--- src/rtl/flow_route_sequencer.sv ---
// flow_route_sequencer: clocked stage-by-stage flow-switch route sequencer.
// It opens stage switches cumulatively with settle and dwell timing, then flushes to the outlet.
`default_nettype none
module flow_route_sequencer #(
  parameter int NUM_STAGES        = 5,
  parameter int DEVICES_PER_STAGE = 4,
  parameter int SEL_W             = 2,
  parameter int DWELL_W           = 8,
  parameter int SETTLE_CYCLES     = 3,
  parameter int FLUSH_CYCLES      = 4
) (
  input  logic                          clk,
  input  logic                          rst,
  input  logic                          cmd_valid,
  output logic                          cmd_ready,
  input  logic [NUM_STAGES*SEL_W-1:0]   cmd_sel,
  input  logic [NUM_STAGES-1:0]         cmd_skip,
  input  logic [DWELL_W-1:0]            cmd_dwell,
  input  logic                          abort,
  output logic [NUM_STAGES-1:0]         sw_en,
  output logic [NUM_STAGES*SEL_W-1:0]   sw_sel,
  output logic                          out_valve,
  output logic [$clog2(NUM_STAGES+1)-1:0] cur_stage,
  output logic                          busy,
  output logic                          done,
  output logic                          aborted,
  output logic                          err
);
  localparam int STG_W = $clog2(NUM_STAGES+1);
  localparam int CW_S  = $clog2(SETTLE_CYCLES+1);
  localparam int CW_F  = $clog2(FLUSH_CYCLES+1);
  localparam int CW_SF = (CW_S > CW_F) ? CW_S : CW_F;
  localparam int CNT_W = (DWELL_W > CW_SF) ? DWELL_W : CW_SF;

  typedef enum logic [2:0] {IDLE, SETTLE, DWELL, SKIP, FLUSH, DONE} state_t;

  state_t                        state;
  logic [CNT_W-1:0]              cnt;
  logic [NUM_STAGES*SEL_W-1:0]   sel_q;
  logic [NUM_STAGES-1:0]         skip_q;
  logic [DWELL_W-1:0]            dwell_q;

  logic                          cmd_ok;
  logic                          enter;
  logic                          enter_skip;
  logic [STG_W-1:0]              enter_k;
  logic [NUM_STAGES*SEL_W-1:0]   enter_sel_vec;
  logic [NUM_STAGES-1:0]         enter_skip_vec;

  assign cmd_ready = (state == IDLE);
  assign busy      = (state == SETTLE) || (state == DWELL) || (state == SKIP) || (state == FLUSH);

  // Stage entry is shared by acceptance (stage 0 from the live command) and stage completion.
  always_comb begin
    cmd_ok = 1'b1;
    for (int i = 0; i < NUM_STAGES; i++) begin
      if (!cmd_skip[i] && (int'(cmd_sel[i*SEL_W +: SEL_W]) >= DEVICES_PER_STAGE))
        cmd_ok = 1'b0;
    end
    enter          = 1'b0;
    enter_k        = cur_stage + STG_W'(1);
    enter_sel_vec  = sel_q;
    enter_skip_vec = skip_q;
    case (state)
      IDLE: begin
        enter          = cmd_valid && cmd_ok;
        enter_k        = '0;
        enter_sel_vec  = cmd_sel;
        enter_skip_vec = cmd_skip;
      end
      SETTLE:  enter = (cnt == '0) && (dwell_q == '0);
      DWELL:   enter = (cnt == '0);
      SKIP:    enter = 1'b1;
      default: enter = 1'b0;
    endcase
    enter_skip = 1'b0;
    for (int i = 0; i < NUM_STAGES; i++) begin
      if (i == int'(enter_k)) enter_skip = enter_skip_vec[i];
    end
  end

  always_ff @(posedge clk or posedge rst) begin
    if (rst) begin
      state     <= IDLE;
      cnt       <= '0;
      sel_q     <= '0;
      skip_q    <= '0;
      dwell_q   <= '0;
      sw_en     <= '0;
      sw_sel    <= '0;
      out_valve <= 1'b0;
      cur_stage <= '0;
      done      <= 1'b0;
      aborted   <= 1'b0;
      err       <= 1'b0;
    end else begin
      done    <= 1'b0;
      aborted <= 1'b0;
      err     <= 1'b0;
      if (busy && abort) begin
        state     <= IDLE;
        cnt       <= '0;
        sw_en     <= '0;
        sw_sel    <= '0;
        out_valve <= 1'b0;
        cur_stage <= '0;
        aborted   <= 1'b1;
      end else begin
        case (state)
          IDLE: begin
            if (cmd_valid) begin
              if (cmd_ok) begin
                sel_q   <= cmd_sel;
                skip_q  <= cmd_skip;
                dwell_q <= cmd_dwell;
              end else begin
                err <= 1'b1;
              end
            end
          end
          SETTLE: begin
            if (cnt != '0) begin
              cnt <= cnt - CNT_W'(1);
            end else if (dwell_q != '0) begin
              state <= DWELL;
              cnt   <= CNT_W'(dwell_q) - CNT_W'(1);
            end
          end
          DWELL: begin
            if (cnt != '0) cnt <= cnt - CNT_W'(1);
          end
          FLUSH: begin
            if (cnt != '0) begin
              cnt <= cnt - CNT_W'(1);
            end else begin
              state     <= DONE;
              out_valve <= 1'b0;
              sw_en     <= '0;
              sw_sel    <= '0;
              done      <= 1'b1;
            end
          end
          DONE: begin
            state     <= IDLE;
            cur_stage <= '0;
          end
          default: state <= IDLE;
        endcase

        if (enter) begin
          cur_stage <= enter_k;
          if (enter_k == STG_W'(NUM_STAGES)) begin
            state     <= FLUSH;
            out_valve <= 1'b1;
            cnt       <= CNT_W'(FLUSH_CYCLES - 1);
          end else if (enter_skip) begin
            state <= SKIP;
          end else begin
            state <= SETTLE;
            cnt   <= CNT_W'(SETTLE_CYCLES - 1);
            for (int i = 0; i < NUM_STAGES; i++) begin
              if (i == int'(enter_k)) begin
                sw_en[i]                   <= 1'b1;
                sw_sel[i*SEL_W +: SEL_W]   <= enter_sel_vec[i*SEL_W +: SEL_W];
              end
            end
          end
        end
      end
    end
  end
endmodule
`default_nettype wire

--- config.mk ---
export PLATFORM = sky130hd
export DESIGN_NAME = flow_route_sequencer
export DESIGN_NICKNAME = d
export VERILOG_FILES = /design/src/rtl/flow_route_sequencer.sv
export SDC_FILE = /design/constraint.sdc
export NUM_CORES = 1
export LEC_CHECK = 0
export CORE_MARGIN = 3
export CORE_UTILIZATION = 48
export DETAILED_ROUTE_END_ITERATION = 16
export PLACE_DENSITY = 0.81
export SLEW_MARGIN = 20
export SYNTH_ARGS = -nofsm -noshare
export SYNTH_HDL_FRONTEND = slang
export SYNTH_SLANG_ARGS = --single-unit
--- constraint.sdc ---
create_clock -name clk -period 2.65 [get_ports clk]
set_clock_uncertainty 0.15 [all_clocks]
set_input_delay 0.795 -clock clk [delete_from_list [all_inputs] [get_ports clk]]
set_output_delay 0.795 -clock clk [all_outputs]
set_load 0.1 [all_outputs]
==> impl_metrics.toml <==
[clock_tree]
clockBufferDepth = 2
clk_pin_slew_ns = 0.11
clk_latency_ns = 0.31
postCtsSetupRepairBufs = 0
root_buffer = "clkbuf_8"
cts_resized = 0
cts_sinks = 55
htreeDepth = 2
cts_hold_buf = 0
cts_tree = "yes"
cts_buffers = 5

[min_path]
hold_start = "skip_q[3]$_DFFE_PP0P_"
hold_end = "skip_q[3]$_DFFE_PP0P_"
hold_depth = 1
hold_class = "flip-flop to flip-flop"

[placed_design]
placed_cells = 451
dpl-instance-area_um2 = 3730
dp_hpwl_um = 5300
dp_slack_ns = -0.123
place.port_buffers = 49
gp_congestion = 0.883

[global_routing]
grt_pass1_vias = 2661
grt.total_usage = 0.211
grt_pass1_wl_um = 12700
grt_max_degree = 56
grt-ovfl-total = 0
antenna_found_initial = 0

[timing]
post-route-min-period_ns = 2.58
maxSlewViolCount = 0
finalSetupTns_ns = 0
final_hold_viol_count = 0
slew_headroom = 0.565
fmax_mhz = 387
setup_viol = 0
hold_slack_ns = 0.364
finalCritPeriodShare = 0.975
rsz0062_at_grt = "no"
setup_slack_ns = 0.0665
worst_slew_pin_slew_ns = 0.647

[die]
start_util = 0.507
fp.dieArea_um2 = 7390
die_w_um = 86.0
core.rowCount = 28
floorplan.core_area_um2 = 6060
io_pins = 51
die_h_um = 86.0

[synthesis]
netlist_instances = 324
synth-adder-area-share = 0.0122
muxShareOfSynthArea = 0.123
synth-simple-area-share = 0.203
synth_nets = 354
synthArstFlopShare = 1.00
ys_seq_area_frac = 0.448
synth_area_um2 = 3070
ys_ff_latch = 55
ys.flop_type = "dfrtp_1"
synth_xor_area_frac = 0.0171
yosys_warnings = 0
avgSynthCellArea_um2 = 9.48
synth_compound_area_frac = 0.154
ys_types = 57
synth_top_family_by_area = "simple AND/OR/NAND/NOR gates"
synth_edf_count = 0

[cells_and_area]
drive_above_1_share = 0.242
stdcell_area_um2 = 3830
syn2layout_area_growth_pct = 24.9
finalNetCount = 413
mostFrequentLayoutCells = "nand2_1, dfrtp_1, buf_4"
final_common_cell = "nand2_1"
instances_no_fill = 459
nFillCells = 497
diodes = 0

[detailed_routing]
first_pass_iters = 5
post_drt_wl_per_cell_um = 15.9
drt-vias-per-instance = 5.86
wl_um = 7310
remaining_drc_errors = 0
via_count = 2688
ant_nets = 0
dr.first_iter.drc_count = 236

[setup_path]
path_class = "flip-flop to primary output"
reg2reg_slack_ns = 0.14
worst_path_max_delay_cell = "dfrtp_2"
worstSetupStartpointType = "flip-flop"
required_ns = 1.71
max_stage_delay_ns = 0.50
reg2reg_depth = 6
r2r_end = "cnt[5]$_DFF_PP0_"
arrival_ns = 1.64
worstPathMaxFanout = 11
end_kind = "primary output"
r2r-start = "cur_stage[1]$_DFFE_PP0P_"
path_cells = "or3_1, and2_2, buf_12"

[status]
status = "complete, no violations"

[pwr]
power_leakage_nw = 1.76
power_density_nw_per_um2 = 1220
ir_worst_vdd_mv = 0.730

[run]
cap_violations = 0
[area by class of cell]
| type | count | area [um2] | share of cell area |
|---|---|---|---|
| multi-input cells | 240 | 1580 | 0.412 |
| flip-flops and latches | 55 | 1380 | 0.360 |
| repair buffers | 70 | 641 | 0.167 |
| well taps | 75 | 93.8 | 0.0245 |
| clock buffers | 5 | 68.8 | 0.0180 |
| inverters | 11 | 41.3 | 0.0108 |
| clock inverters | 3 | 27.5 | 0.00718 |
[metrics by stage]
step | total power, mW | utilization
3_3_place_gp | 4.11 | 0.616
3_5_place_dp | 4.17 | 0.616
2_1_floorplan | 3.41 | -
6_report | 4.68 | 0.633
4_1_cts | 4.67 | 0.632
5_1_grt | 5.00 | 0.633
[power breakdown]
part,total (mW),switching (mW),internal (mW)
logic,2.79,1.72,1.08
registers,1.40,0.261,1.14
clock network,0.488,0.293,0.195
total,4.68,2.27,2.41
[cells in the mapped netlist, drive strengths merged, types with 2 or more instances]
master | n | area share
a211oi | 4 | 0.011
a21o | 11 | 0.027
a21oi | 19 | 0.031
a221oi | 3 | 0.011
a31oi | 2 | 0.0041
buf | 5 | 0.011
clkbuf | 13 | 0.016
dfrtp | 55 | 0.45
ha | 3 | 0.012
inv | 11 | 0.013
mux2 | 21 | 0.077
mux2i | 12 | 0.039
nand2 | 53 | 0.065
nand2b | 2 | 0.0041
nand3 | 10 | 0.018
nand4 | 2 | 0.0041
nor2 | 16 | 0.020
nor2b | 5 | 0.010
nor3 | 9 | 0.015
nor3b | 3 | 0.0073
nor4 | 6 | 0.012
o211ai | 2 | 0.0049
o21a | 3 | 0.0073
o21ai | 12 | 0.020
o22ai | 2 | 0.0041
o41ai | 2 | 0.0057
or2 | 4 | 0.0082
or3 | 5 | 0.010
or3b | 4 | 0.011
or4 | 4 | 0.011
xnor2 | 3 | 0.0086
xor2 | 3 | 0.0086
[worst max path at each step]
stage,from,cells past startpoint,slack [ns],endpoint
3_3_place_gp,cmd_valid,6,-0.08,state[1]$_DFFE_PP0P_
6_report,state[0]$_DFFE_PP0P_,3,0.07,busy
2_1_floorplan,cur_stage[1]$_DFFE_PP0P_,6,0.009,cnt[3]$_DFF_PP0_
4_1_cts,state[0]$_DFFE_PP0P_,3,0.01,busy
3_5_place_dp,cmd_valid,7,-0.12,sw_sel[2]$_DFF_PP0_
5_1_grt,state[0]$_DFFE_PP0P_,3,0.01,busy
[state kept, by name, summed over array words and instances, names as in the netlist]
name and cells:
dwell_q 8, aborted 1, state 3, done 1, skip_q 5, cnt 8, sel_q 10, cur_stage 3
out_valve 1, sw_en 5, sw_sel 10
[worst max-delay path, delay by kind of cell, from the launching register on]
kind                   cells  cell delay, ns
buffers and inverters      1            0.17
DFF                        1            0.50
and+or+nand+nor            2            0.66
[routing by layer]
metal	vias up	track usage	share of wire
met4	0	0.0561	0.0075
met5	-	0	0
met3	6	0.0307	0.063
li1	1277	-	-
met1	1309	0.293	0.44
met2	96	0.345	0.49
[kinds of logic (layout without fill, tap and decap cells)]
family	count (synthesis)	count (layout)
muxes	34	34
and+or+nand+nor	126	126
other	1	1
buffers and inverters	29	89
AOI/OAI and AO/OA	70	70
adders and majority gates	3	3
xor gates and xnor gates	6	6
DFF	55	55
No activity file was read; power rests on OpenSTA's default activity.
==> RTL edit 1, RTL diff (same settings) <==
Encoding of `state_t`: now one-hot (6 bits for 6 states).
--- a/src/rtl/flow_route_sequencer.sv
+++ b/src/rtl/flow_route_sequencer.sv
@@ -34,3 +34,3 @@
 
-  typedef enum logic [2:0] {IDLE, SETTLE, DWELL, SKIP, FLUSH, DONE} state_t;
+  typedef enum logic [5:0] {IDLE = 6'b000001, SETTLE = 6'b000010, DWELL = 6'b000100, SKIP = 6'b001000, FLUSH = 6'b010000, DONE = 6'b100000} state_t;
 
Function: same outputs for any inputs over 4 cycles, from zero or initial values and one cycle with rst high; so few cycles prove little.
==> RTL edit 1 against the unedited design <==
- sequential share of layout area is 0.37 points lower
- power is 19% higher
- wire length increased by 3.6%
- area after synthesis is 2.4% higher
- setup slack gained 0.0012 ns
- critical path depth is 2 higher
- global-route usage is essentially flat
- sequential cell count rose by 3
- final area up 6.7%
- via count rose by 0.22%
==> RTL edit 1: results (changes against the unedited design) <==
| Metric | Value |
|---|---|
| Top flop regs | sel_q (10), sw_sel (10) |
| Largest net degree at the start of global routing | 36 (-36%) |
| Post-DP HPWL | 5419 um (+2.2%) |
| GRT Total Usage | 21.06% (-0.025 points) |
| Ant. Diodes | 0 (unchanged) |
| First-pass GRT wire length | 12,290 um (-3.2%) |
| DRT iter0 DRCs | 242 (+2.5%) |
| Synth top area cells | dfrtp_1, mux2_1, nand2_1 |
| Met1 usage | 27.48% (-1.8 points) |
| Placed insts | 442 (-2.0%) |
| Max_slew headroom | 47.18% (-9.4 points) |
| Yosys Warn Count | 0 (unchanged) |
| Worst slack, placed | 0.02636 ns (+0.1497 ns) |
| Met3 Resource Use GR | 4.352% (+1.3 points) |
| Hold crit path type | reg -> reg |
| Final nets | 413 (unchanged) |
| Antenna violations before repair | 0 (unchanged) |
| M2 GR Usage | 34.02% (-0.52 points) |
| RD Place Congestion | 0.8853 (+0.29%) |
| Share of cells above drive strength 1 | 22.16% (-2.1 points) |
| Register area share after synthesis | 46.20% (+1.4 points) |
| Placed Area | 3775 um2 (+1.2%) |
| Initial Utilization | 51.29% (+0.63 points) |
| Synth cell count leaders | dfrtp_1, nand2_1, nor2_1 |
| Synthesized area per cell | 9.795 um2 (+3.4%) |
| Num CTS Buffers | 9 (+4) |
| Post-synth ARST share | 100.0% (unchanged) |
| Reported leakage power | 1.890 nW (+7.5%) |
| IO buf count | 49 (unchanged) |
| Buffers from clock root to sink, at most | 2 (unchanged) |
| Largest fanout on the critical path | 5 (-6) |
| Outcome | finished clean |
| Clk Latency, worst-skew pair | 0.34 ns (+0.03 ns) |
| Slowest CP cell | dfrtp_2 |
| CP peak stage delay | 0.47 ns (-0.03 ns) |
| H-tree depth | 3 (+1) |
| Routed Antenna Nets | 0 (unchanged) |
| Final wirelength | 7572 um (+3.6%) |
| Vias | 2,694 (+0.22%) |
| Vias in the first global route | 2,543 (-4.4%) |
| Synthesized Nets | 351 (-0.85%) |
| Finished Layout Cells | 463 (+0.87%) |
| Clock-pin slew on the worst setup and hold paths | 0.07 ns (-0.04 ns) |
| Synth unique cells | 57 (unchanged) |
| Final-layout fill cell count | 468 (-5.8%) |
| Detailed Routing Iterations Pass 1 | 5 (unchanged) |
| Worst EP arrival | 1.64 ns (about the same) |
| Clock root buffer master | clkbuf_8 |
| Maximum vdd ir drop | 853.5 uV (+17%) |
## RTL edit 1: changes by cell type after synthesis, moves of 7 or more
cell	change
mux2_1	+21
mux2_2	-18
nor2_1	+7
o21ai_0	-9
## RTL edit 1: metrics by stage
step / util (%) / setup TNS [ns]
global placement: 61.57 / 0
CTS: 66.24 / -0.02711
finish: 66.73 / 0
global route: 66.73 / -0.02045
detailed placement: 61.57 / 0
floorplan: - / -0.4818
## RTL edit 1: cells by family after synthesis
| group | Yosys count | share of synthesized area (%) |
|---|---|---|
| AOI/OAI and AO/OA | 62 | 13.53 |
| and+or+nand+nor | 122 | 19.82 |
| muxes | 37 | 12.73 |
| DFF | 58 | 46.20 |
| buffers and inverters | 30 | 4.178 |
| xor gates and xnor gates | 8 | 2.228 |
| other | 1 | 0.1193 |
| adders and majority gates | 3 | 1.194 |
## RTL edit 1: repair_timing
item	4_1_cts	5_1_grt
pin swaps	3	3
cloned	0	0
setup buffers	4	1
setup endpoints to repair	1	25
gates resized for setup	5	4
## RTL edit 1: worst max-delay path, delay by kind of cell (launching register included)
kind,cells,cell delay (ns)
flip-flops,1,0.47
AO/OA/AOI/OAI,2,0.26
XOR/XNOR,1,0.21
buffers and inverters,1,0.20
AND/OR/NAND/NOR,1,0.16
## RTL edit 1: final cells by class
class | count | share of cell area (%)
multi-input combinational | 233 | 38.93
sequential | 58 | 35.66
timing repair buffer | 71 | 16.15
clock buffer | 13 | 4.373
tap | 75 | 2.294
clock inverter | 3 | 1.682
inverter | 10 | 0.9174
## RTL edit 1: final timing paths
| check | to | slack (ns) | cells past startpoint | start |
|---|---|---|---|---|
| max | busy | 0.07 | 5 | state[1] |
| min | sel_q[3] | 0.34 | 1 | sel_q[3] |
| max reg2reg | sw_sel[7] | 0.13 | 7 | state[1] |
| min reg2reg | sel_q[3] | 0.34 | 1 | sel_q[3] |
| max in group asynchronous | state[0] | 1.26 | 3 | rst |
| min in group asynchronous | sel_q[8] | 0.58 | 2 | rst |
## RTL edit 1: power by group
group / total [mW] / switching, mW / internal [mW] / leakage, nW
combinational: 3.01 / 1.94 / 1.07 / 1.04
sequential: 1.59 / 0.344 / 1.24 / 0.724
clock: 0.991 / 0.357 / 0.634 / 0.126
total: 5.59 / 2.64 / 2.95 / 1.89
## RTL edit 1: layer usage
metal / share of wire (%) / vias to the layer above
met5: 0 / -
met4: 1.6 / 0
met3: 5.8 / 11
met2: 50 / 96
met1: 42 / 1317
li1: - / 1270
==> RTL edit 2, RTL diff (config.mk and constraints unchanged) <==
Without the edit above. Change the parameter `DWELL_W` from 8 to 12.
--- a/src/rtl/flow_route_sequencer.sv
+++ b/src/rtl/flow_route_sequencer.sv
@@ -7,3 +7,3 @@
   parameter int SEL_W             = 2,
-  parameter int DWELL_W           = 8,
+  parameter int DWELL_W           = 12,
   parameter int SETTLE_CYCLES     = 3,
Ports: changed (resized cmd_dwell); port bits go from 51 to 55. No check against the original RTL was run, so the function may have changed too.
==> RTL edit 2 against the unedited design <==
- power increased by 21%
- final area increased by 20%
- register-to-register slack improved by 0.06 ns
- area after synthesis increased by 17%
- global-route usage increased by 0.67 points
- sequential cell count increased by 8
- core utilization increased by 2.2 points
- wire length increased by 22%
- setup slack improved by 0.020 ns
==> RTL edit 2: results (changes against the unedited design) <==
| Metric | Value |
|---|---|
| Outcome | finished clean |
| Mean routed wirelength per cell | 16.11 um (+1.2%) |
| H-tree depth | 3 (+1) |
| Vias in the first global route | 3,188 (+20%) |
| DRT iter0 DRCs | 308 (+31%) |
| Placed Area | 4358 um2 (+17%) |
| Placed insts | 536 (+19%) |
| GRT Total Usage | 21.75% (+0.67 points) |
| Worst r2r dst | cnt[4] |
| CP peak stage delay | 0.46 ns (-0.04 ns) |
| Synth cell count leaders | dfrtp_1, nor2_1, nand2_1 |
| HP Start | sel_q[5] |
| Worst r2r src | cnt[1] |
| Num CTS Buffers | 9 (+4) |
| Top flop regs | cnt (12), dwell_q (12) |
| Drt via density | 5.777 (-1.3%) |
| Reported leakage power | 1.960 nW (+11%) |
| Synth top area cells | dfrtp_1, mux2_2, nor2_1 |
| Largest net degree at the start of global routing | 64 (+14%) |
| Worst setup margin | 0.08681 ns (+0.02036 ns) |
| Hold WS | 0.3584 ns (-0.005456 ns) |
| Register area share after synthesis | 43.95% (-0.88 points) |
| First-pass GRT wire length | 15,070 um (+19%) |
| Synth unique cells | 61 (+7.0%) |
| Slowest CP cell | or3_4 |
| Cells after synthesis | 380 (+17%) |
| RD Place Congestion | 0.9592 (+8.7%) |
RTL edit 2: cell types whose count changed in the layout (fill, tap and decap cells not counted), moves of 8 or more:
cell,delta
xnor2_1,+8
mux2_2,+10
nor2_1,+27
buf_4,+8
dfrtp_1,+10
nand2_1,-15
RTL edit 2: worst register-to-register path, delay by kind of cell, from the launching register on:
kind	cells	cell delay, ns
buffers and inverters	3	0.49
adders and majority gates	1	0.15
AOI/OAI and AO/OA	2	0.30
and+or+nand+nor	4	0.84
DFF	1	0.41
RTL edit 2: report_power, final:
part / internal (mW) / leakage, nW / switching, mW
Combinational: 1.25 / 1.07 / 1.94
Sequential: 1.31 / 0.802 / 0.315
Clock: 0.434 / 0.0916 / 0.395
RTL edit 2: final cells by class:
cell class / count / area, um2
clock buffer: 9 / 123.9
clock inverter: 7 / 71.32
fill: 586 / 2426
inverter: 8 / 31.28
multi-input combinational: 287 / 1936
sequential: 63 / 1579
tap: 96 / 120.1
timing repair buffer: 82 / 732.0
RTL edit 2: metal layers:
layer | track usage, % | part of all wire (%)
met1 | 29.77 | 45
met2 | 33.96 | 48
met3 | 4.712 | 6.2
met4 | 7.921 | 0.99
met5 | 0 | 0
RTL edit 2: cell families after synthesis:
group,count (synthesis),synth area share [%]
other,1,0.1045
flip-flops,63,43.95
multiplexers,39,12.31
AND/OR/NAND/NOR,152,21.87
XOR/XNOR,12,2.930
AO/OA/AOI/OAI,78,13.78
buffers and inverters,30,3.313
adder cells (fa/ha/maj),5,1.744
RTL edit 2: timing repair:
action                                  CTS  global route
resized for setup                         1             6
endpoints found under the setup margin    2            19
pin swaps                                 0             1
endpoints found under the hold margin     0             0
hold buffers                              0             0
